[src/rtl/seq_det_param.sv]
// Parametrised serial pattern detector with loadable pattern,
// overlap control and a saturating match counter.
module seq_det_param #(
   parameter int             LEN     = 3,
   parameter logic [LEN-1:0] PATTERN = 3'b001,
   parameter int             CNT_W   = 8
) (
   input  logic             clk,
   input  logic             reset,
   input  logic             x,
   input  logic             en,
   input  logic             overlap,
   input  logic             pat_ld,
   input  logic [LEN-1:0]   pat_in,
   input  logic             clr_cnt,
   output logic             y,
   output logic [CNT_W-1:0] match_cnt,
   output logic             cnt_sat
);

   localparam int FW = $clog2(LEN + 1);

   logic [LEN-1:0]   pat;
   logic [LEN-1:0]   hist;
   logic [FW-1:0]    fill;
   logic [LEN-1:0]   hist_n;
   logic [FW-1:0]    fill_n;
   logic             match;
   logic [CNT_W-1:0] cnt_inc;

   always_comb begin
      hist_n  = {hist[LEN-2:0], x};
      fill_n  = (fill == FW'(LEN)) ? fill : fill + 1'b1;
      match   = !pat_ld && en && (fill_n == FW'(LEN)) && (hist_n == pat);
      cnt_inc = match_cnt + 1'b1;
   end

   always_ff @(posedge clk or negedge reset) begin
      if (!reset) begin
         pat       <= PATTERN;
         hist      <= '0;
         fill      <= '0;
         y         <= 1'b0;
         match_cnt <= '0;
         cnt_sat   <= 1'b0;
      end else begin
         if (pat_ld) begin
            pat  <= pat_in;
            fill <= '0;
            y    <= 1'b0;
         end else if (en) begin
            hist <= hist_n;
            y    <= match;
            // non-overlap mode throws the history away after a hit
            fill <= (match && !overlap) ? '0 : fill_n;
         end else begin
            y <= 1'b0;
         end

         if (clr_cnt) begin
            match_cnt <= match ? CNT_W'(1) : '0;
            cnt_sat   <= 1'b0;
         end else if (match && !(&match_cnt)) begin
            match_cnt <= cnt_inc;
            cnt_sat   <= &cnt_inc;
         end
      end
   end

endmodule

[config.mk]
export PLATFORM = sky130hd
export DESIGN_NAME = seq_det_param
export DESIGN_NICKNAME = d
export VERILOG_FILES = /design/src/rtl/seq_det_param.sv
export SDC_FILE = /design/constraint.sdc
export NUM_CORES = 1
export LEC_CHECK = 0
export ABC_AREA = 1
export BUFFER_PORTS_ARGS = -buffer_cell sky130_fd_sc_hd__buf_2
export CORE_MARGIN = 1.5
export CORE_UTILIZATION = 53
export DETAILED_ROUTE_END_ITERATION = 16
export PLACE_DENSITY = 0.79
export SYNTH_ARGS = -nofsm -noshare
export SYNTH_HDL_FRONTEND = slang
export SYNTH_SLANG_ARGS = --single-unit
export TNS_END_PERCENT = 50
[constraint.sdc]
create_clock -name clk -period 1.7 [get_ports clk]
set_input_delay 0.34 -clock clk [delete_from_list [all_inputs] [get_ports clk]]
set_output_delay 0.34 -clock clk [all_outputs]
set_load 0.05 [all_outputs]
==> impl_metrics.toml, run 1 <==
[global_routing]
grt-ovfl-total = 0
grt_pass1_wl_um = 3310
antenna_found_initial = 0
grt_pass1_vias = 793
grt.total_usage_pct = 21.6
grt_max_degree = 18

[power]
p_switching_uw = 215
p_leak_nw = 0.667
powerDensity_mw_per_mm2 = 642
seq_power_share_pct = 57.0
swShare_pct = 28.0
pwr-share-comb_pct = 15.1
ir_drop_mv = 0.561
p_int_uw = 553
pwr-share-clk_pct = 27.9

[logic_synthesis]
synth_top_area_share_pct = 39.3
synth.distinct_cells = 20
synth_top_area_cell = "dfrtp_1"
yosysSeqAreaShare_pct = 41.9
netlist_area_mm2 = 0.00102
yosys_warnings = 0
syn-num-nets = 153
syn_area_per_cell_um2 = 7.22
ys_ff_latch = 17
syn_inst = 141
synth_area_leaders = "dfrtp_1 39%, nand2_1 18%, inv_1 7.0%"

[cells_and_area]
multi_input_area_um2 = 514
layout-drive-gt1-share_pct = 23.4
area_delta_synth_final_pct = 17.6
instances_no_fill = 192
fillerInstances = 182
fin_nets = 180
diodes = 0
fin_area_mm2 = 0.00120
seq_area_um2 = 428

[timing]
worst_pin_slew_ns = 0.381
fmax_mhz = 642
setup_violations = 0
relSlewSlack_pct = 74.6
period_needed_ns = 1.56
slew_viol_final = 0
skew_ns = 0.00153
finalCritPeriodShare_pct = 91.7
hold_viol_final = 0

[setup_path]
cp_max_fo = 6
crit_arrival_ns = 1.79
cp-start-kind = "flop"
cp.required_ns = 1.93
endpoint_kind = "flop"
worstSetupPathType = "reg2reg"

[clock_tree]
cts.sinks = 17
clkSlewWorstSetupHoldPaths_ns = 0.10
cts_tree = "built"
htree_levels = 1
clk_latency_ns = 0.29
clockBufferDepth = 2
root_buffer = "clkbuf_4"
cts_made_buffers = 3

[route]
via_per_inst = 4.96
drt-pass1-iter-count = 4
drc = 0
drt_iter0_markers = 34
ant_nets = 0
routed_wl_um = 2150
post_drt_wl_per_cell_um = 11.2
route.vias.total = 953

[placed_design]
gp_congestion = 0.906
port_buffers = 19
post-place-cells = 185
dp_hpwl_um = 1650
place_area_mm2 = 0.00114

[floorplan]
rows = 15
die_x_um = 46.8
initial_core_util_pct = 57.7
io_pins = 20
core_mm2 = 0.00176
dieArea_mm2 = 0.00219
die_height_um = 46.8

[min_path]
hp-class = "in2reg"

[status]
outcome = "finished clean"

[flow_run]
max_cap_viol_count = 0
[state kept, by name (all words and copies together) (netlist names)]
register / flops
match_cnt: 8
pat: 3
fill: 2
hist: 2
cnt_sat: 1
y: 1
[timing repair]
action                                 4_1_cts  5_1_grt
hold buffers                                 1        0
endpoints found under the hold margin       16        0
setup endpoints to repair                    0        1
setup buffers                                0        2
resized for setup                            0        1
[worst paths after layout]
kind,from,endpoint,slack [ns],depth (start not counted)
worst min-delay path,pat_in[1],pat[1]$_DFFE_PN0P_,0.26,3
worst max register to register,match_cnt[1]$_DFFE_PN0P_,cnt_sat$_DFFE_PN0P_,0.14,10
min in group asynchronous,reset,hist[0]$_DFFE_PN0P_,0.50,2
worst max-delay path,match_cnt[1]$_DFFE_PN0P_,cnt_sat$_DFFE_PN0P_,0.14,10
worst min register to register,cnt_sat$_DFFE_PN0P_,cnt_sat$_DFFE_PN0P_,0.49,2
max in group asynchronous,reset,pat[0]$_DFFE_PN1P_,0.89,2
[per-stage QoR]
step	hold slack [ns]	TNS (ns)	setup WS [ns]	power [mW]	utilization, %
floorplan	0.0444	0	0.0322	0.517	-
global placement	0.278	0	0.202	0.554	64.9
detailed placement	0.283	0	0.223	0.559	64.9
CTS	0.251	0	0.182	0.777	67.0
global route	0.275	-0.0258	-0.0258	0.806	67.9
finish	0.259	0	0.142	0.768	67.9
[power by group through the flow]
stage	Combinational, mW	Sequential (mW)	Clock, mW
2_1_floorplan	0.0691	0.448	0
3_3_place_gp	0.109	0.445	0
4_1_cts	0.115	0.438	0.224
3_5_place_dp	0.113	0.446	0
6_report	0.116	0.438	0.214
5_1_grt	0.131	0.440	0.235
[synthesized netlist by cell type (all sizes together)]
master,number
dfstp,1
nand3b,1
nand2,53
dfrtp,16
ha,2
or2,1
nand3,15
inv,20
o21ai,9
xor2,1
nor4,1
nor2,20
xnor2,1
[metal layers]
| layer | vias to the layer above | GRT usage [%] | share of wire, % | wire, um |
|---|---|---|---|---|
| met5 | - | 0 | 0 | 0 |
| met4 | 0 | 11.7 | 1.9 | 40 |
| met3 | 4 | 3.08 | 6.1 | 132 |
| met2 | 33 | 29.3 | 44 | 951 |
| met1 | 428 | 32.7 | 48 | 1030 |
| li1 | 488 | - | - | - |
[critical path, stage by stage, from the launching register on]
cell and delay (ns):
dfrtp_2 0.45, ha_1 0.20, nand2_1 0.11, inv_1 0.11
nor2_1 0.15, nand2_1 0.08, nor2_1 0.13, nand2_1 0.06
nor2_1 0.08, nand2_1 0.06, nand2_1 0.06
[layout by cell type, fill, tap and decap left out]
cell	synthesis	layout
nand2_1	49	49
inv_1	19	19
buf_2	0	19
nor2_1	15	15
dfrtp_1	16	15
nand3_1	13	13
o21ai_0	7	7
nor2_4	4	4
nand2_2	3	3
clkbuf_4	0	3
nand3_2	2	2
o21ai_1	2	2
ha_1	2	2
buf_4	0	2
nor4_1	1	1
xnor2_1	1	1
nor2_2	1	1
nand2_4	1	1
inv_4	1	1
or2_2	1	1
nand3b_1	1	1
xor2_1	1	1
clkbuf_1	0	1
dlygate4sd3_1	0	1
dfrtp_2	0	1
dfstp_2	1	1
[logic make-up after synthesis]
kind of cell,Yosys count,share of synthesized area (%)
fa+ha+maj,2,2.46
buf+inv,20,7.62
simple gates,91,41.9
flops,17,41.9
compound gates,9,4.42
xor+xnor,2,1.72
[layout make-up]
cell class	count	area share, %
clock buffer	4	2.19
inverter	20	6.48
multi-input combinational	104	42.9
sequential	17	35.7
tap	25	2.61
timing repair buffer	22	10.0
No activity file was read; power rests on OpenSTA's default activity.
==> run 2, diff against run 1 <==
Settings changed: CORE_UTILIZATION 53 to 52, CTS_CLUSTER_SIZE set to 30, PLACE_DENSITY 0.79 to 0.78, TNS_END_PERCENT 50 to 5.
==> run 2 against run 1 <==
  * Sequential power barely moved
  * Flip-flop and latch count unchanged
  * Global-route usage grew 0.39 points
  * Total power up 1.2%
  * Register-to-register slack improved by 0.04 ns
  * Combinational power about the same
  * Worst hold slack got worse by 0.0086 ns
  * Critical endpoint unchanged
  * Highest routed layer unchanged
==> impl_metrics.toml, run 2 (synthesis results as in run 1) <==
[min_path]
hold_depth = 3
hold_path_startpoint = "pat_in[1]"
hp-class = "in2reg"
holdPathEnd = "pat[1]$_DFFE_PN0P_"

[timing]
slew_viol_final = 0
period_needed_ns = 1.51
timing.hold.ws_ns = 0.250
final.setup.tns_ns = 0
skew_ns = 0.00613
fmax_mhz = 660
relSlewSlack_pct = 75.0
hold_viol_final = 0
setup_violations = 0
grt_setup_unrepaired = "no"
finalCritPeriodShare_pct = 89.1
worst_pin_slew_ns = 0.374

[cells_and_area]
layout-drive-gt1-share_pct = 23.0
layout_commonest_cell = "nand2_1"
fin_nets = 178
final_cell_mix = "49 x nand2_1, 19 x inv_1, 19 x buf_2"
fin_area_mm2 = 0.00118
area_delta_synth_final_pct = 16.3
largest_register_ffs = 8
reg_top3 = "match_cnt x8, pat x3"
regMostFlops = "match_cnt"
fin_util_pct = 66.5
fillerInstances = 153
diodes = 0

[setup_path]
path_delay_family = "simple AND/OR/NAND/NOR gates"
max_stage_delay_ns = 0.45
cp_max_fo = 5
worstReg2RegStart = "match_cnt[0]$_DFFE_PN0P_"
crit_chain = "ha_1 > nand2_1 > inv_1 > nor2_2 > nand2_1 > nor2_1 > nand2_1 > nor2_1 > nand2_1 > nand2_1"
crit_slowest_cell = "dfrtp_2"
crit_buf_inv = 1
crit_arrival_ns = 1.76
cp-start-kind = "flop"
r2r_cells = 10
r2r-end = "cnt_sat$_DFFE_PN0P_"
ff2ff_setup_slack_ns = 0.19
endpoint_kind = "flop"
cp.required_ns = 1.94
worstSetupPathType = "reg2reg"
timing.critical_path.mode_cell = "nand2_1"

[route]
ant_nets = 0
routed_wl_um = 2110
drc = 0
drt-pass1-iter-count = 4
drt_iter0_markers = 44
post_drt_wl_per_cell_um = 11.1
via_per_inst = 4.94
route.vias.total = 938

[clock_tree]
cts_tree = "built"
clockBufferDepth = 2
clkSlewWorstSetupHoldPaths_ns = 0.10
htree_levels = 1
root_buffer = "clkbuf_4"
cts.sinks = 17
cts_made_buffers = 3
clk_latency_ns = 0.30
post_cts_buffers = 0

[placed_design]
place_area_mm2 = 0.00114
dp_hpwl_um = 1590
port_buffers = 19
gp_congestion = 0.931

[floorplan]
rows = 15
core_mm2 = 0.00178
die_x_um = 47.3
io_pins = 20
die_height_um = 47.3
initial_core_util_pct = 57.1
dieArea_mm2 = 0.00223

[power]
p_leak_nw = 0.656
ir_drop_mv = 0.389
powerDensity_mw_per_mm2 = 656

[global_routing]
grt_pass1_wl_um = 3400
grt_max_degree = 18
grt.total_usage_pct = 22.0
grt-ovfl-total = 0
grt_pass1_vias = 785
antenna_found_initial = 0

[flow_run]
max_cap_viol_count = 0

[status]
outcome = "finished clean"
run 2: cell count changes in the layout (fill, tap and decap cells not counted):
| cell | previous run | this run |
|---|---|---|
| buf_4 | 2 | 0 |
| nor2_1 | 15 | 14 |
| nor2_2 | 1 | 2 |
run 2: worst min-delay path, delay by kind of cell:
kind,cells,cell delay [ns]
AND/OR/NAND/NOR,1,0.04
buffers and inverters,1,0.08
AO/OA/AOI/OAI,1,0.06
run 2: report_power, final:
part | switching (mW) | internal [mW]
Combinational | 0.0787 | 0.0362
Clock | 0.133 | 0.0915
Sequential | 0.0134 | 0.425
Total | 0.225 | 0.552
run 2: metal layers:
layer	routed length, um	track usage (%)	vias up
met5	0	0	-
met4	44	10.0	0
met3	80	3.46	5
met2	913	30.3	24
met1	1070	33.2	424
li1	-	-	485
run 2: worst max path at each step:
stage | start | to | slack [ns] | cells after the start
6_report | match_cnt[0]$_DFFE_PN0P_ | cnt_sat$_DFFE_PN0P_ | 0.19 | 10
3_5_place_dp | match_cnt[0]$_DFFE_PN0P_ | cnt_sat$_DFFE_PN0P_ | 0.21 | 10
2_1_floorplan | match_cnt[1]$_DFFE_PN0P_ | cnt_sat$_DFFE_PN0P_ | 0.03 | 9
4_1_cts | match_cnt[0]$_DFFE_PN0P_ | cnt_sat$_DFFE_PN0P_ | 0.16 | 10
5_1_grt | match_cnt[0]$_DFFE_PN0P_ | cnt_sat$_DFFE_PN0P_ | 0.02 | 10
3_3_place_gp | match_cnt[0]$_DFFE_PN0P_ | cnt_sat$_DFFE_PN0P_ | 0.19 | 10
run 2: what timing repair did:
action                                  4_1_cts  5_1_grt
endpoints found under the setup margin        0        1
endpoints found under the hold margin        16        0
resized for setup                             0        2
hold buffers                                  1        0
run 2: through the flow:
step | setup slack [ns] | std cells | total power [mW]
floorplan | 0.0322 | 141 | 0.517
global placement | 0.186 | 185 | 0.555
detailed placement | 0.212 | 185 | 0.558
CTS | 0.163 | 190 | 0.779
global route | 0.0159 | 190 | 0.813
finish | 0.185 | 190 | 0.777
run 2: final cells by class:
cell class                 instances  area (um2)  area share, %
timing repair buffer              20         105           8.87
sequential                        17         428           36.1
tap                               25        31.3           2.64
multi-input combinational        104         517           43.6
clock buffer                       4        26.3           2.22
inverter                          20        77.6           6.55
